--- src/rtl/mem_bus_pkg.sv ---
// -----------------------------------------------------------------------------
// mem_bus_pkg
// Shared definitions for the RAM request/acknowledge initiator:
//   - default bus widths and WAIT timeout length
//   - FSM state encoding (IDLE, REQ, WAIT, RESP)
//   - MEM_ERR_DATA, the read data returned when a request is aborted
// -----------------------------------------------------------------------------
package mem_bus_pkg;

  localparam int MEM_ADDR_W         = 32;
  localparam int MEM_DATA_W         = 32;
  localparam int MEM_TIMEOUT_CYCLES = 255;

  localparam logic [31:0] MEM_ERR_DATA = 32'hDEADBEEF;

  typedef enum logic [1:0] {
    ST_IDLE = 2'd0,
    ST_REQ  = 2'd1,
    ST_WAIT = 2'd2,
    ST_RESP = 2'd3
  } mem_state_e;

endpackage

--- src/rtl/mem_timeout_ctr.sv ---
// -----------------------------------------------------------------------------
// mem_timeout_ctr
// Counts cycles while enabled and flags the last allowed cycle.
// Ports:
//   clk, rst  : clock, asynchronous active-high reset
//   clr       : synchronous clear (takes priority over en)
//   en        : count this cycle
//   expired   : high during the LIMIT-th enabled cycle since the last clear
// -----------------------------------------------------------------------------
module mem_timeout_ctr #(
  parameter int LIMIT = 255
) (
  input  logic clk,
  input  logic rst,
  input  logic clr,
  input  logic en,
  output logic expired
);

  localparam int CNT_W = (LIMIT > 1) ? $clog2(LIMIT) : 1;
  localparam logic [CNT_W-1:0] LAST = CNT_W'(LIMIT - 1);

  logic [CNT_W-1:0] count_q;
  logic [CNT_W-1:0] count_d;

  always_comb begin
    count_d = count_q;
    if (clr) begin
      count_d = '0;
    end else if (en && (count_q != LAST)) begin
      count_d = count_q + 1'b1;
    end
  end

  always_ff @(posedge clk or posedge rst) begin
    if (rst) begin
      count_q <= '0;
    end else begin
      count_q <= count_d;
    end
  end

  // count_q holds the number of enabled cycles already completed, so the
  // LIMIT-th cycle is the one where it equals LIMIT-1.
  assign expired = en && (count_q == LAST);

endmodule

--- src/rtl/mem_port_master.sv ---
// -----------------------------------------------------------------------------
// mem_port_master
// Initiator side of the single-outstanding RAM request/acknowledge protocol.
// Accepts one command at a time from the ALU, emits a one-cycle readReq or
// writeReq, holds address/data until the matching ack, then returns a
// one-cycle registered response.
//
// Handshake: a command transfers on a rising edge where cmd_valid && cmd_ready.
// cmd_ready is high only in IDLE; the client holds its command until then.
// rsp_valid is a single-cycle pulse with no back-pressure.
//
// Optional build macro: MEM_TIMEOUT_EN
//   defined   : WAIT aborts after TIMEOUT_CYCLES cycles without a matching ack,
//               responding with rsp_err=1 and rsp_rdata=MEM_ERR_DATA. An ack in
//               the expiry cycle wins.
//   undefined : WAIT lasts until the matching ack; rsp_err is always 0.
//
// Ports:
//   clk, reset              : clock, asynchronous active-high reset
//   cmd_valid/cmd_ready     : command handshake
//   cmd_write/addr/wdata    : command type, byte address, store data
//   rsp_valid/write/rdata/err : response pulse and payload
//   busy                    : high whenever not IDLE
//   ramAddress/ramOut       : held address and write data toward the RAM
//   readReq/writeReq        : single-cycle request pulses
//   ramValue/readAck/writeAck : RAM responder returns
//   dbg_state               : current FSM state (mem_state_e encoding)
// -----------------------------------------------------------------------------
module mem_port_master
  import mem_bus_pkg::*;
#(
  parameter int ADDR_W         = MEM_ADDR_W,
  parameter int DATA_W         = MEM_DATA_W,
  parameter int TIMEOUT_CYCLES = MEM_TIMEOUT_CYCLES
) (
  input  logic              clk,
  input  logic              reset,
  input  logic              cmd_valid,
  output logic              cmd_ready,
  input  logic              cmd_write,
  input  logic [ADDR_W-1:0] cmd_addr,
  input  logic [DATA_W-1:0] cmd_wdata,
  output logic              rsp_valid,
  output logic              rsp_write,
  output logic [DATA_W-1:0] rsp_rdata,
  output logic              rsp_err,
  output logic              busy,
  output logic [ADDR_W-1:0] ramAddress,
  output logic [DATA_W-1:0] ramOut,
  output logic              readReq,
  output logic              writeReq,
  input  logic [DATA_W-1:0] ramValue,
  input  logic              readAck,
  input  logic              writeAck,
  output logic [1:0]        dbg_state
);

  mem_state_e state_q, state_d;

  logic              write_q,       write_d;
  logic [ADDR_W-1:0] ram_address_q, ram_address_d;
  logic [DATA_W-1:0] ram_out_q,     ram_out_d;
  logic              read_req_q,    read_req_d;
  logic              write_req_q,   write_req_d;
  logic              rsp_valid_q,   rsp_valid_d;
  logic              rsp_write_q,   rsp_write_d;
  logic [DATA_W-1:0] rsp_rdata_q,   rsp_rdata_d;
  logic              rsp_err_q,     rsp_err_d;

  logic accept;
  logic ack_match;
  logic timeout_hit;

  assign accept = (state_q == ST_IDLE) && cmd_valid;

  // Only the ack of the outstanding type counts, and only while waiting;
  // acks in any other state are leftovers and are dropped.
  assign ack_match = (state_q == ST_WAIT) && (write_q ? writeAck : readAck);

`ifdef MEM_TIMEOUT_EN
  logic tmo_expired;

  // Cleared while in REQ so the count starts at zero on entry to WAIT.
  mem_timeout_ctr #(
    .LIMIT (TIMEOUT_CYCLES)
  ) u_timeout_ctr (
    .clk     (clk),
    .rst     (reset),
    .clr     (state_q == ST_REQ),
    .en      (state_q == ST_WAIT),
    .expired (tmo_expired)
  );

  assign timeout_hit = tmo_expired && !ack_match;
`else
  // Untimed build: TIMEOUT_CYCLES is accepted so both builds share one
  // parameter list, but nothing here depends on its value.
  if (TIMEOUT_CYCLES >= 0) begin : g_no_timeout
    assign timeout_hit = 1'b0;
  end
`endif

  // ---------------------------------------------------------------- state reg
  always_ff @(posedge clk or posedge reset) begin
    if (reset) begin
      state_q <= ST_IDLE;
    end else begin
      state_q <= state_d;
    end
  end

  // --------------------------------------------------------------- next state
  always_comb begin
    state_d = state_q;
    case (state_q)
      ST_IDLE: if (accept)                   state_d = ST_REQ;
      ST_REQ:                                state_d = ST_WAIT;
      ST_WAIT: if (ack_match || timeout_hit) state_d = ST_RESP;
      ST_RESP:                               state_d = ST_IDLE;
      default:                               state_d = ST_IDLE;
    endcase
  end

  // ------------------------------------------------------------------ outputs
  // Next values for every registered output. Request and response strobes
  // default low so each is a single-cycle pulse.
  always_comb begin
    write_d       = write_q;
    ram_address_d = ram_address_q;
    ram_out_d     = ram_out_q;
    read_req_d    = 1'b0;
    write_req_d   = 1'b0;
    rsp_valid_d   = 1'b0;
    rsp_write_d   = 1'b0;
    rsp_rdata_d   = rsp_rdata_q;
    rsp_err_d     = 1'b0;
    case (state_q)
      ST_IDLE: begin
        if (accept) begin
          write_d       = cmd_write;
          ram_address_d = cmd_addr;
          ram_out_d     = cmd_wdata;
          read_req_d    = !cmd_write;
          write_req_d   = cmd_write;
        end
      end
      ST_WAIT: begin
        if (ack_match) begin
          rsp_valid_d = 1'b1;
          rsp_write_d = write_q;
          rsp_rdata_d = write_q ? '0 : ramValue;
        end else if (timeout_hit) begin
          rsp_valid_d = 1'b1;
          rsp_write_d = write_q;
          rsp_rdata_d = DATA_W'(MEM_ERR_DATA);
          rsp_err_d   = 1'b1;
        end
      end
      default: ;
    endcase
  end

  always_ff @(posedge clk or posedge reset) begin
    if (reset) begin
      write_q       <= 1'b0;
      ram_address_q <= '0;
      ram_out_q     <= '0;
      read_req_q    <= 1'b0;
      write_req_q   <= 1'b0;
      rsp_valid_q   <= 1'b0;
      rsp_write_q   <= 1'b0;
      rsp_rdata_q   <= '0;
      rsp_err_q     <= 1'b0;
    end else begin
      write_q       <= write_d;
      ram_address_q <= ram_address_d;
      ram_out_q     <= ram_out_d;
      read_req_q    <= read_req_d;
      write_req_q   <= write_req_d;
      rsp_valid_q   <= rsp_valid_d;
      rsp_write_q   <= rsp_write_d;
      rsp_rdata_q   <= rsp_rdata_d;
      rsp_err_q     <= rsp_err_d;
    end
  end

  assign cmd_ready  = (state_q == ST_IDLE);
  assign busy       = (state_q != ST_IDLE);
  assign dbg_state  = state_q;
  assign ramAddress = ram_address_q;
  assign ramOut     = ram_out_q;
  assign readReq    = read_req_q;
  assign writeReq   = write_req_q;
  assign rsp_valid  = rsp_valid_q;
  assign rsp_write  = rsp_write_q;
  assign rsp_rdata  = rsp_rdata_q;
  assign rsp_err    = rsp_err_q;

endmodule

--- config.mk ---
export PLATFORM = sky130hd
export DESIGN_NAME = mem_port_master
export DESIGN_NICKNAME = d
export VERILOG_FILES = /design/src/rtl/mem_bus_pkg.sv /design/src/rtl/mem_timeout_ctr.sv /design/src/rtl/mem_port_master.sv
export SDC_FILE = /design/constraint.sdc
export NUM_CORES = 1
export LEC_CHECK = 0
export CAP_MARGIN = 20
export CORE_MARGIN = 2
export CORE_UTILIZATION = 44
export DETAILED_ROUTE_END_ITERATION = 16
export GPL_TIMING_DRIVEN = 0
export PLACE_DENSITY = 0.93
export SLEW_MARGIN = 20
export SYNTH_ARGS = -nofsm -noshare
export SYNTH_HDL_FRONTEND = slang
export SYNTH_SLANG_ARGS = --single-unit
--- constraint.sdc ---
create_clock -name clk -period 6.1 [get_ports clk]
set_input_delay 0.61 -clock clk [delete_from_list [all_inputs] [get_ports clk]]
set_output_delay 0.61 -clock clk [all_outputs]
set_load 0.03 [all_outputs]
==> results_dict.tcl, run 1 <==
set metrics [dict create \
    status "finished, final reports clean" \
    p_comb_frac 0.569 \
    avgSynthCellArea_um2 16.0 \
    fin_util 0.720 \
    antenna_cells 0 \
    fin_crit_ns 2.48 \
    cts_buffers 9 \
    wl_mm 10.4 \
    seqPwrFrac 0.319 \
    final_cells 617 \
    rr_endpoint "ramOut[2]" \
    hold_class "reg2reg" \
    reg2reg_slack_ns 4.16 \
    dieArea_um2 10500 \
    ys_seq_area_frac 0.607 \
    required_ns 5.49 \
    finalCritPeriodShare 0.406 \
    postCtsSetupBuffers 0 \
    nets 588 \
    first_iter_violations 21 \
    ff2ff_path_depth 6 \
    synth_edf_count 0 \
    cts_tree "done" \
    syn_area_um2 4250 \
    worstPathArrival_ns 1.87 \
    crit_type "reg2out" \
    critPathCaptureType "output pin" \
    drive_gt1_frac 0.135 \
    coreArea_um2 9280 \
    switching_share 0.413 \
    num_vias 2924 \
    fmax_mhz 404 \
    drv_slew 0 \
    cp_max_fo 5 \
    place_area_um2 6490 \
    p_total_mw 3.73 \
    io_buffers 205 \
    fp.dieH_um 102 \
    ctsResizeCount 0 \
    via_per_inst 4.74 \
    finalHoldViolations 0 \
    holdBufCountCts 0 \
    initial_core_util 0.457 \
    synth_cells 266 \
    track_usage 0.200 \
    grt_max_degree 56 \
    power.share.clock 0.111 \
    yosysWarningCount 0 \
    min_to "ramOut[6]" \
    drc 0 \
    h-tree-depth 3 \
    finalSetupViolCount 0 \
    antenna_found_initial 0 \
    finClkSkew_ns 0.0213 \
    finish.instance_area_um2 6680 \
    rsz0062_at_grt "false" \
    holdPathStages 1 \
    max-cap-violations 0 \
    grt_pass1_wl_mm 16.0 \
    hold_path.startpoint "ramOut[6]" \
    die_w_um 102 \
    row_count 35 \
    clock_path_buffers 2 \
    vdd_drop_max_mv 0.309 \
    syn2layout_area_growth_pct 57.4 \
    overflow 0 \
    critPathLaunchType "flip-flop" \
    grt_pass1_vias 3158 \
    synth_seq_cells 103 \
    tns_ns 0 \
    post-place-cells 601 \
    synthArstFlopShare 1.00 \
    netSwitchingPower_mw 1.54 \
    gp_congestion 0.749 \
    cts.sinks 103 \
    place_hpwl_mm 7.97 \
    leakage_nw 2.96 \
    io_pins 207 \
    wl_per_cell_um 16.8 \
    first_pass_iters 4 \
    synthFlopType "dfrtp_1" \
    fillers 657 \
    p_per_area_nw_per_um2 558 \
    p_int_mw 2.19 \
    clkLatencyLatePin_ns 0.36 \
    clk_pin_slew_ns 0.12 \
    syn-num-nets 371 \
    antenna_left 0 \
    timing.rr.start "dbg_state[0]" \
    ys_types 22 \
    clock-root-buffer "clkbuf_8" \
]
## final cells by class
| class | count | area, um^2 | share of cell area |
|---|---|---|---|
| clock inverter | 6 | 51.3 | 0.00768 |
| sequential | 103 | 2580 | 0.386 |
| tap | 129 | 161 | 0.0242 |
| clock buffer | 10 | 138 | 0.0206 |
| timing repair buffer | 206 | 2080 | 0.311 |
| multi-input combinational | 143 | 1520 | 0.228 |
| buffer | 15 | 129 | 0.0193 |
| inverter | 5 | 23.8 | 0.00356 |
## metal layers
layer | part of all wire | up-vias | global-route usage
li1 | - | 1334 | -
met1 | 0.38 | 1458 | 0.236
met2 | 0.53 | 116 | 0.356
met3 | 0.066 | 16 | 0.0527
met4 | 0.020 | 0 | 0.0626
met5 | 0 | - | 0
## state kept, by name (all words and copies together) (netlist names)
signal	flops
rsp_valid	1
write_q	1
rsp_write	1
ramAddress	32
readReq	1
rsp_rdata	32
writeReq	1
dbg_state	2
ramOut	32
## synthesized netlist by cell type, types with 2 or more instances
cell type,number,area share
and3_1,2,0.0029
dfrtp_1,103,0.61
nor2b_1,29,0.043
buf_12,3,0.014
inv_1,4,0.0035
buf_2,10,0.012
mux2_4,29,0.10
and2b_4,3,0.0071
ha_1,3,0.0088
mux2_1,68,0.18
## per-stage QoR
stage | setup WS [ns] | hold WS, ns
after global placement | 1.38 | 0.473
after detailed placement | 3.84 | 0.481
after global routing | 3.50 | 0.513
final | 3.62 | 0.498
after floorplan | 2.79 | 0.676
after CTS | 3.59 | 0.504
## layout by cell type, fill, tap and decap left out, drive strengths merged, types with 2 or more instances in the layout
master,synthesis,routed
clkinv,0,2
nor2b,29,29
and2b,4,4
buf,15,16
and3,2,2
inv,5,9
clkbuf,0,10
dfrtp,103,103
ha,3,3
clkdlybuf4s50,0,205
mux2,97,97
## power by group through the flow
stage | registers (mW) | logic, mW | clock network [mW]
2_1_floorplan | 1.84 | 0.606 | 0
3_3_place_gp | 1.18 | 2.09 | 0
3_5_place_dp | 1.21 | 2.14 | 0
4_1_cts | 1.19 | 2.15 | 0.426
5_1_grt | 1.23 | 2.23 | 0.455
6_report | 1.19 | 2.12 | 0.414
## cell families after synthesis
group / count (synthesis) / share of synthesized area
other: 1 / 0.000883
buffers and inverters: 20 / 0.0348
multiplexers: 98 / 0.285
AND/OR/NAND/NOR: 38 / 0.0578
AO/OA/AOI/OAI: 3 / 0.00530
adder cells (fa/ha/maj): 3 / 0.00884
flip-flops: 103 / 0.607
## worst max-delay path by stage
| stage | from | slack (ns) | depth (start not counted) | endpoint |
|---|---|---|---|---|
| after floorplan | reset | 2.79 | 1 | dbg_state[0] |
| final | dbg_state[0] | 3.62 | 3 | cmd_ready |
| after global placement | reset | 1.38 | 2 | ramAddress[17] |
| after global routing | dbg_state[0] | 3.50 | 3 | cmd_ready |
| after detailed placement | cmd_valid | 3.84 | 5 | ramOut[2] |
| after CTS | dbg_state[0] | 3.59 | 3 | cmd_ready |
## worst max-delay path, cell delays in order, from the launching register on
cell and delay, ns:
dfrtp_1 0.43, inv_1 0.12, ha_1 0.26, clkdlybuf4s50_1 0.71
Power figures use the tool's default switching activity.
==> run 2, diff against run 1 <==
--- a/config.mk
+++ b/config.mk
@@ -7,10 +7,10 @@
 export LEC_CHECK = 0
 export CAP_MARGIN = 20
 export CORE_MARGIN = 2
-export CORE_UTILIZATION = 44
+export CORE_UTILIZATION = 37
 export DETAILED_ROUTE_END_ITERATION = 16
 export GPL_TIMING_DRIVEN = 0
-export PLACE_DENSITY = 0.93
+export PLACE_DENSITY = 0.84
 export SLEW_MARGIN = 20
 export SYNTH_ARGS = -nofsm -noshare
 export SYNTH_HDL_FRONTEND = slang
==> constraint.sdc (replaced) <==
create_clock -name clk -period 2.1 [get_ports clk]
set_input_delay 0.21 -clock clk [delete_from_list [all_inputs] [get_ports clk]]
set_output_delay 0.21 -clock clk [all_outputs]
set_load 0.03 [all_outputs]
==> results_dict.tcl, run 2 (synthesis gave the netlist of run 1 again) <==
set metrics [dict create \
    fmax_mhz 502 \
    crit_type "reg2out" \
    ctsResizeCount 0 \
    finalCritPeriodShare 0.948 \
    status "finished, final reports clean" \
    drc 0 \
    fp.dieH_um 111 \
    postCtsSetupBuffers 0 \
    num_vias 2918 \
    clock_path_buffers 2 \
    p_per_area_nw_per_um2 1630 \
    first_iter_violations 88 \
    critPathLaunchType "flip-flop" \
    fillers 895 \
    cp_max_fo 5 \
    max-cap-violations 0 \
    io_buffers 205 \
    antenna_cells 0 \
    first_pass_iters 4 \
    timing.rr.start "dbg_state[0]" \
    antenna_left 0 \
    track_usage 0.174 \
    grt_pass1_vias 3355 \
    overflow 0 \
    clkLatencyLatePin_ns 0.33 \
    io_pins 207 \
    layout.cells.most_common_list "clkdlybuf4s50_1, dfrtp_1, mux2_1, nor2b_1, mux2_4" \
    die_w_um 111 \
    holdBufCountCts 0 \
    place_hpwl_mm 8.30 \
    cts_buffers 9 \
    h-tree-depth 3 \
    place_area_um2 6550 \
    finalSetupViolCount 0 \
    layout_commonest_cell "clkdlybuf4s50_1" \
    grt_pass1_wl_mm 17.3 \
    leakage_nw 3.01 \
    fin_crit_ns 1.99 \
    drv_slew 0 \
    worstPathArrival_ns 1.78 \
    clk_pin_slew_ns 0.07 \
    coreArea_um2 11300 \
    initial_core_util 0.375 \
    nets 590 \
    dieArea_um2 12300 \
    via_per_inst 4.61 \
    ff2ff_path_depth 6 \
    antenna_found_initial 0 \
    rsz0062_at_grt "false" \
    hold_class "in2async" \
    finalHoldViolations 0 \
    syn2layout_area_growth_pct 60.5 \
    row_count 39 \
    wl_mm 10.4 \
    cts_tree "done" \
    finClkSkew_ns 0.00904 \
    reg2reg_slack_ns 0.20 \
    p_total_mw 11.1 \
    vdd_drop_max_mv 0.945 \
    wl_per_cell_um 16.4 \
    worstSetupStartpoint "dbg_state[0]" \
    grt_max_degree 36 \
    gp_congestion 0.782 \
    critPathCaptureType "output pin" \
    rr_endpoint "ramOut[18]" \
    clock-root-buffer "clkbuf_16" \
    cts.sinks 103 \
    drive_gt1_frac 0.135 \
    finish.instance_area_um2 6820 \
    required_ns 1.89 \
]
==> run 2: cell types whose count changed in the layout (fill, tap and decap cells not counted), sizes merged <==
| cell | change |
|---|---|
| clkinvlp | +2 |
| buf | +2 |
| clkbuf | +1 |
| clkinv | +2 |
| inv | -5 |
==> run 2: layout make-up <==
type / instances / area, um^2 / share of cell area
Buffer: 15 / 129 / 0.0189
Sequential cell: 103 / 2580 / 0.378
Clock inverter: 5 / 35.0 / 0.00514
Clock buffer: 11 / 233 / 0.0341
Multi-Input combinational cell: 143 / 1520 / 0.223
Timing Repair Buffer: 208 / 2120 / 0.311
Inverter: 5 / 22.5 / 0.00330
Tap cell: 143 / 179 / 0.0263
==> run 2: per-stage QoR <==
step | cells | setup TNS [ns] | hold slack [ns] | worst slack [ns] | utilization
2_1_floorplan | 266 | 0 | 0.276 | 0.110 | -
3_3_place_gp | 614 | -34.06 | 0.473 | -0.336 | 0.572
3_5_place_dp | 617 | 0 | 0.481 | 0.171 | 0.578
4_1_cts | 633 | 0 | 0.246 | 0.0896 | 0.602
5_1_grt | 633 | 0 | 0.269 | 0.00487 | 0.602
6_report | 633 | 0 | 0.246 | 0.108 | 0.602
==> run 2: worst max-delay path: stages (launching register included) <==
cell and delay, ns:
dfrtp_1 0.39, inv_1 0.09, ha_1 0.26, inv_1 0.07, clkdlybuf4s50_1 0.66
==> run 2: where the power goes <==
group	internal (mW)	leakage (nW)	switching (mW)
Clock	0.805	0.129	0.696
Combinational	2.94	1.63	3.22
Sequential	2.95	1.25	0.516
Total	6.69	3.01	4.44
==> run 2: worst max-delay path by stage <==
stage | slack (ns) | end | depth (start not counted)
finish | 0.11 | busy | 4
detailed placement | 0.17 | ramOut[2] | 6
global route | 0.005 | cmd_ready | 3
floorplan | 0.11 | ramAddress[0] | 6
global placement | -0.34 | ramAddress[11] | 2
CTS | 0.09 | busy | 4
==> run 2: metal layers <==
metal / up-vias / routed length (um) / GRT usage
met2: 102 / 5670 / 0.324
met1: 1472 / 4010 / 0.201
li1: 1333 / - / -
met5: - / 0 / 0
met3: 11 / 597 / 0.0405
met4: 0 / 108 / 0.0469
